===== src/rtl/uart_read_arbiter.sv =====
// Two-requester read arbiter that packs up to four bytes from the UART byte FIFO into one response word.
// Define UART_ARB_ROUND_ROBIN_EN for round-robin arbitration; otherwise req[0] has fixed priority.
module uart_read_arbiter #(
    parameter logic [7:0] PAD_BYTE = 8'hFF
) (
    input  logic        clk_100MHz,
    input  logic        reset,
    input  logic [1:0]  req,
    input  logic [7:0]  fifo_rd_data,
    input  logic [4:0]  fifo_count,
    input  logic        fifo_empty,
    output logic        fifo_rd_en,
    output logic [1:0]  gnt,
    output logic        busy,
    output logic        rsp_valid,
    output logic        rsp_id,
    output logic [31:0] rsp_data,
    output logic [2:0]  rsp_count
);

    // state | meaning
    // IDLE  | waiting for any req bit, no grant held
    // POP   | popping n bytes, one per edge, into word lanes 3 down to 4-n
    // DONE  | one-cycle response pulse, grant released on the next edge
    typedef enum logic [1:0] {
        IDLE,
        POP,
        DONE
    } state_t;

    state_t      state;
    logic [2:0]  n_lat;
    logic [2:0]  left;
    logic [1:0]  lane;
    logic [31:0] word;
    logic        id_lat;

    logic        winner;
    logic [2:0]  n_next;
    logic [7:0]  pop_byte;
    logic [31:0] word_next;

    // counts above 16 collapse to 4 here as well, so no separate clamp is needed
    always_comb begin
        if (fifo_count >= 5'd4) begin
            n_next = 3'd4;
        end else begin
            n_next = fifo_count[2:0];
        end
    end

`ifdef UART_ARB_ROUND_ROBIN_EN
    logic last_gnt;

    always_comb begin
        if (req == 2'b11) begin
            winner = ~last_gnt;
        end else begin
            winner = ~req[0];
        end
    end

    always_ff @(posedge clk_100MHz or posedge reset) begin
        if (reset) begin
            last_gnt <= 1'b1;
        end else if (state == IDLE && req != 2'b00) begin
            last_gnt <= winner;
        end
    end
`else
    assign winner = ~req[0];
`endif

    assign fifo_rd_en = (state == POP) && !fifo_empty;

    // an empty FIFO mid-transaction still consumes a lane, filled with padding
    assign pop_byte = fifo_empty ? PAD_BYTE : fifo_rd_data;

    always_comb begin
        word_next = word;
        word_next[{lane, 3'b000} +: 8] = pop_byte;
    end

    always_ff @(posedge clk_100MHz or posedge reset) begin
        if (reset) begin
            state     <= IDLE;
            gnt       <= 2'b00;
            busy      <= 1'b0;
            rsp_valid <= 1'b0;
            rsp_id    <= 1'b0;
            rsp_data  <= 32'hFFFF_FFFF;
            rsp_count <= 3'd0;
            n_lat     <= 3'd0;
            left      <= 3'd0;
            lane      <= 2'd3;
            word      <= {4{PAD_BYTE}};
            id_lat    <= 1'b0;
        end else begin
            case (state)
                IDLE: begin
                    if (req != 2'b00) begin
                        gnt    <= winner ? 2'b10 : 2'b01;
                        id_lat <= winner;
                        n_lat  <= n_next;
                        left   <= n_next;
                        lane   <= 2'd3;
                        word   <= {4{PAD_BYTE}};
                        busy   <= 1'b1;
                        if (n_next == 3'd0) begin
                            state     <= DONE;
                            rsp_valid <= 1'b1;
                            rsp_id    <= winner;
                            rsp_data  <= {4{PAD_BYTE}};
                            rsp_count <= 3'd0;
                        end else begin
                            state <= POP;
                        end
                    end
                end
                POP: begin
                    word <= word_next;
                    lane <= lane - 2'd1;
                    left <= left - 3'd1;
                    if (left == 3'd1) begin
                        state     <= DONE;
                        rsp_valid <= 1'b1;
                        rsp_id    <= id_lat;
                        rsp_data  <= word_next;
                        rsp_count <= n_lat;
                    end
                end
                DONE: begin
                    state     <= IDLE;
                    rsp_valid <= 1'b0;
                    gnt       <= 2'b00;
                    busy      <= 1'b0;
                end
                default: begin
                    state <= IDLE;
                end
            endcase
        end
    end

endmodule


===== config.mk =====
export PLATFORM = sky130hd
export DESIGN_NAME = uart_read_arbiter
export DESIGN_NICKNAME = d
export VERILOG_FILES = /design/src/rtl/uart_read_arbiter.sv
export SDC_FILE = /design/constraint.sdc
export NUM_CORES = 1
export LEC_CHECK = 0
export BUFFER_PORTS_ARGS = -buffer_cell sky130_fd_sc_hd__buf_2
export CORE_MARGIN = 2
export CORE_UTILIZATION = 40
export DETAILED_ROUTE_END_ITERATION = 12
export GPL_ROUTABILITY_DRIVEN = 0
export GPL_TIMING_DRIVEN = 0
export HOLD_SLACK_MARGIN = 0.03
export MAX_ROUTING_LAYER = met4
export PLACE_DENSITY = 0.69
export SLEW_MARGIN = 40
export SYNTH_ARGS = -nofsm -noshare
export SYNTH_HDL_FRONTEND = slang
export SYNTH_SLANG_ARGS = --single-unit

===== constraint.sdc =====
create_clock -name clk_100MHz -period 2.5 [get_ports clk_100MHz]
set_input_delay 0.5 -clock clk_100MHz [delete_from_list [all_inputs] [get_ports clk_100MHz]]
set_output_delay 0.5 -clock clk_100MHz [all_outputs]
set_load 0.02 [all_outputs]

# Word-level counts from Yosys, hierarchy flattened
# Index checks and enable logic that the tools add are counted.
# classes
add_sub_neg	3
magnitude_cmp	1
n_eq_ne	6
n_shift	2
mux	34
n_bitwise	1
n_reduce_logical	14
# op_table
op	count
2-to-1 mux 32 bit	4
one-hot mux 32 bit (2 select lines)	2
bitwise mux 32 bit	1
variable shift 8 x 7 -> 32 bit, first input constant	1
indexed part select 8 x 7 -> 32 bit	1
2-to-1 mux 3 bit	5
2-to-1 mux 2 bit	6
one-hot mux 2 bit (2 select lines)	3
one-hot mux 3 bit (2 select lines)	2
2-to-1 mux 8 bit	1
AND reduction 2 bit	4
AND reduction 4 bit	2
2-to-1 mux 1 bit	7
negator 5 -> 7 bit	1
nonzero test 2 bit	3
>= comparator 5 x 3 -> 1 bit, second input constant	1
!= test 2 bit, second input constant	2
one-hot mux 1 bit (2 select lines)	2
equality test 3 x 1 -> 1 bit, second input constant	1
zero test 3 bit	1
one-hot mux 1 bit (3 select lines)	1
nonzero test 3 bit	1
subtractor 3 x 1 -> 3 bit, second input constant	1
equality test 2 x 1 -> 1 bit, second input constant	1
other kinds (7)	7
# totals
reg_bits	83
in_bits	18
output_inout_bits	41
word_cells	73

# Logic depth before layout (Yosys ltp)
# depth
word_depth	6
mapped_depth	8
mapped_depth_nobuf	7

# Worst setup path after synthesis
# Ideal clock, no wire load.
# synth_path
path_type	register -> register
startpoint	register lane[0]
endpoint	register word[24]
setup_time_ns	0.073
arrival_time_ns	1.954
required_time_ns	2.427
setup_slack_ns	0.472
stages_incl_launch_ff	7
path_buffers	1
synth_period_minus_slack_ns	2.028
path_cell_list	dfstp_2 inv_2 ha_1 or4b_4 buf_6 o221ai_2 a21boi_1
# synth_between
elab_chain_len	4
word_cells_on_any_way	5
classes_between	add/sub: 1; shift: 2; mux: 2
# synth_lines
element	line_no	text
start, declared	34	logic [1:0] lane;
start signal, assigned	122	lane <= lane - 2'd1;
negator 5 -> 7 bit *	81	word_next[{lane, 3'b000} +: 8] = pop_byte;
indexed part select 8 x 7 -> 32 bit or variable shift 8 x 7 -> 32 bit (tied branches)	81	
bitwise mux 32 bit *	81	
one-hot mux 32 bit (2 select lines) *	99	case (state)
end signal, assigned	96	word <= {4{PAD_BYTE}};
end signal, assigned	107	word <= {4{PAD_BYTE}};
end signal, assigned	121	word <= word_next;
end, declared	35	logic [31:0] word;
# Mark *: on every way between the ends. The rest lies on a longest branch, timed or not.
# A chain may end at the register's enable or synchronous reset.

# Worst setup path in the final report
# layout_path
startpoint	register lane[0]
endpoint	register word[31]
# Same word-level chain as after synthesis.

==> flow_summary_export.csv <==
group,metric,value,unit
clock_network,holdBufCountCts,0,
synthesis,ys_async_sr_fraction,1.000,
synthesis,synth_edf_count,0,
run_status,status,"complete, no violations",
sta,fin_skew,9.915,ps
drt,ant_nets,0,
sta,finalHoldViolCount,0,
synthesis,synth_cell_types,39,
synthesis,synth_top_area_cell,"dfstp_2",
clock_network,cts_root_buffer,"clkbuf_8",
pwr,pwr-share-comb,0.476,
layout,drive_above_1_share,0.4566,
job,maxCapViolCount,0,
layout,fin_nets,412,
sta,finalMaxSlewViolations,0,
clock_network,cts_resized,0,
critical_path,critPathArrivalTime,2480,ps
clock_network,cts.sinks,83,
pwr,leakagePower,2.035,nW
pwr,p_int,0.004357,W
pwr,powerDensity,1553,mW/mm²
synthesis,synth.avg_cell_area,12.00,µm²
synthesis,synth_fp_nets,341,
layout,area_growth,20.03,%
place,post-dp-hpwl,6.061,mm
pwr,pwr-share-clk,0.165,
synthesis,synth_area_leaders,"dfstp_2 (46%), dfrtp_1 (11%), o22a_1 (6.5%)",
drt,dr.first_iter.drc_count,81,
sta,period_minus_slack,2188,ps
sta,setup_tns,0,ps
critical_path,path_class,"flop to flop",
pwr,ir_worst_vdd,0.0006396,V
clock_network,clkTransAtPathRegs,90,ps
global_route,grt_overflow,0,
floorplanning,die_y,101.4,µm
synthesis,synth-seq-cells,83,
synthesis,netlist_instances,316,
floorplanning,die_w,101.4,µm
layout,final_common_cell,"dfstp_2",
sta,rsz0062_at_grt,"false",
drt,wl_per_cell,16.51,µm
clock_network,htreeDepth,3,
drt,drtPass1Iterations,4,
floorplanning,start_util,0.4104,
layout,final_cell_mix,"dfstp_2 (66), buf_2 (62), inv_1 (40)",
sta,relSlewSlack,0.5950,
critical_path,startpoint_type,"flop",
synthesis,seq_area_frac_synth,0.5694,
synthesis,synth_top_area_frac,0.4573,
pwr,p_total,0.007070,W
global_route,grt_max_degree,27,
drt,vias,2755,
sta,max_freq,0.4571,GHz
clock_network,clk_latency,360,ps
critical_path,critPathMaxFanout,8,
synthesis,synth_area,0.003792,mm²
global_route,grt_pass1_wl,14.12,mm
sta,setup_viol,0,
floorplanning,die-area,0.01028,mm²
pwr,p_sw_frac,0.3838,
clock_network,postCtsSetupRepairBufs,0,
global_route,grt_use_total,0.1852,
synthesis,ys.flop_type,"dfstp_2",
clock_network,cts_buffer_depth,2,
pwr,p_switching,0.002713,W
sta,tightest_slew,605.2,ps
clock_network,cts_tree,"done",
sta,finalCritPeriodShare,0.8751,
place,io_buffer_count,57,
drt,vias_per_cell,5.288,
global_route,antenna_found_initial,0,
critical_path,end_kind,"flop",
floorplanning,coreArea,0.009240,mm²
drt,drc,0,
pwr,seq_power_share,0.359,
synthesis,yosys_warnings,0,
clock_network,cts_buffers,9,
critical_path,crit_start,"lane[0]$_DFFE_PP1P_",
layout,n_antenna_cell,0,
floorplanning,rows,35,
floorplanning,num_io_pins,59,
drt,wl,8.604,mm
critical_path,rr_startpoint,"lane[0]$_DFFE_PP1P_",
worst_hold_path,hold_path_class,"input pin to asynchronous set/reset pin",
critical_path,worstPathRequired,2790,ps
global_route,grt_pass1_vias,2719,
[power groups by stage]
stage	combinational [W]	clock [W]	sequential [W]
2_1_floorplan	0.00217	0	0.00288
6_report	0.00336	0.00117	0.00254
3_3_place_gp	0.00326	0	0.00255
5_1_grt	0.00371	0.00124	0.00260
4_1_cts	0.00340	0.00119	0.00254
3_5_place_dp	0.00337	0	0.00256
[per-stage QoR]
step,hold slack (ps),util,cell area (µm²),std cells,setup slack [ps]
CTS,110.1,0.4926,4552,521,315.2
global placement,453.7,0.4592,4243,502,362.6
floorplan,439.1,-,3796,316,472.5
detailed placement,470.8,0.4665,4310,505,346.2
global route,138.4,0.4926,4552,521,153.4
finish,106.5,0.4926,4552,521,312.2
[path summary, 6_finish.rpt]
path                                              to  slack, ps  depth (start not counted)
worst min-delay path            state[0]$_DFFE_PP0P_        110                          2
min in group clk_100MHz          left[1]$_DFFE_PP0P_        400                          3
worst max register to register  word[31]$_DFFE_PP1P_        310                          6
worst max-delay path            word[31]$_DFFE_PP1P_        310                          6
max in group asynchronous       word[14]$_DFFE_PP1P_       1690                          4
worst min register to register  n_lat[1]$_DFFE_PP0P_        480                          2
[state kept, by name, indices dropped and copies added (netlist names)]
register and cells:
rsp_valid 1, rsp_id 1, id_lat 1, word 32
busy 1, rsp_count 3, n_lat 3, rsp_data 32
lane 2, state 2, gnt 2, left 3
[Yosys cell counts, drive strengths merged, types with 7 or more instances]
| master | number |
|---|---|
| clkbuf | 7 |
| ha | 7 |
| nor2 | 16 |
| o22a | 32 |
| a21boi | 32 |
| buf | 15 |
| dfrtp | 17 |
| a21oi | 7 |
| o221ai | 34 |
| inv | 43 |
| dfstp | 66 |
| nand2 | 10 |
[per-layer routing]
metal | vias to the layer above | wire, µm | track usage
met4 | 0 | 191 | 0.08004
met1 | 1384 | 4061 | 0.2480
li1 | 1294 | - | -
met3 | 14 | 337 | 0.03382
met5 | - | 0 | -
met2 | 63 | 4013 | 0.2766
[final cells by class]
class,instances,area [µm²]
Fill cell,840,4688
Clock inverter,5,100.1
Timing Repair Buffer,60,352.8
Inverter,43,167.7
Multi-Input combinational cell,168,1338
Sequential cell,83,2160
Clock buffer,11,141.4
Tap cell,129,161.4
Buffer,22,131.4
[logic make-up (layout without fill, tap and decap cells)]
kind of cell	Yosys count	count (layout)	synth area share
DFF	83	83	0.5694
buffers and inverters	65	141	0.07786
adders and majority gates	7	7	0.02309
xor gates and xnor gates	1	1	0.002310
and+or+nand+nor	40	40	0.05147
muxes	1	1	0.002969
AOI/OAI and AO/OA	119	119	0.2728
[worst max-delay path, stage by stage (launching register included)]
cell and delay (ps):
dfstp_2 610, inv_2 80, ha_1 340, or4b_4 550, buf_6 160, o221ai_2 190
a21boi_2 190
(Power assumes the default switching activity.)
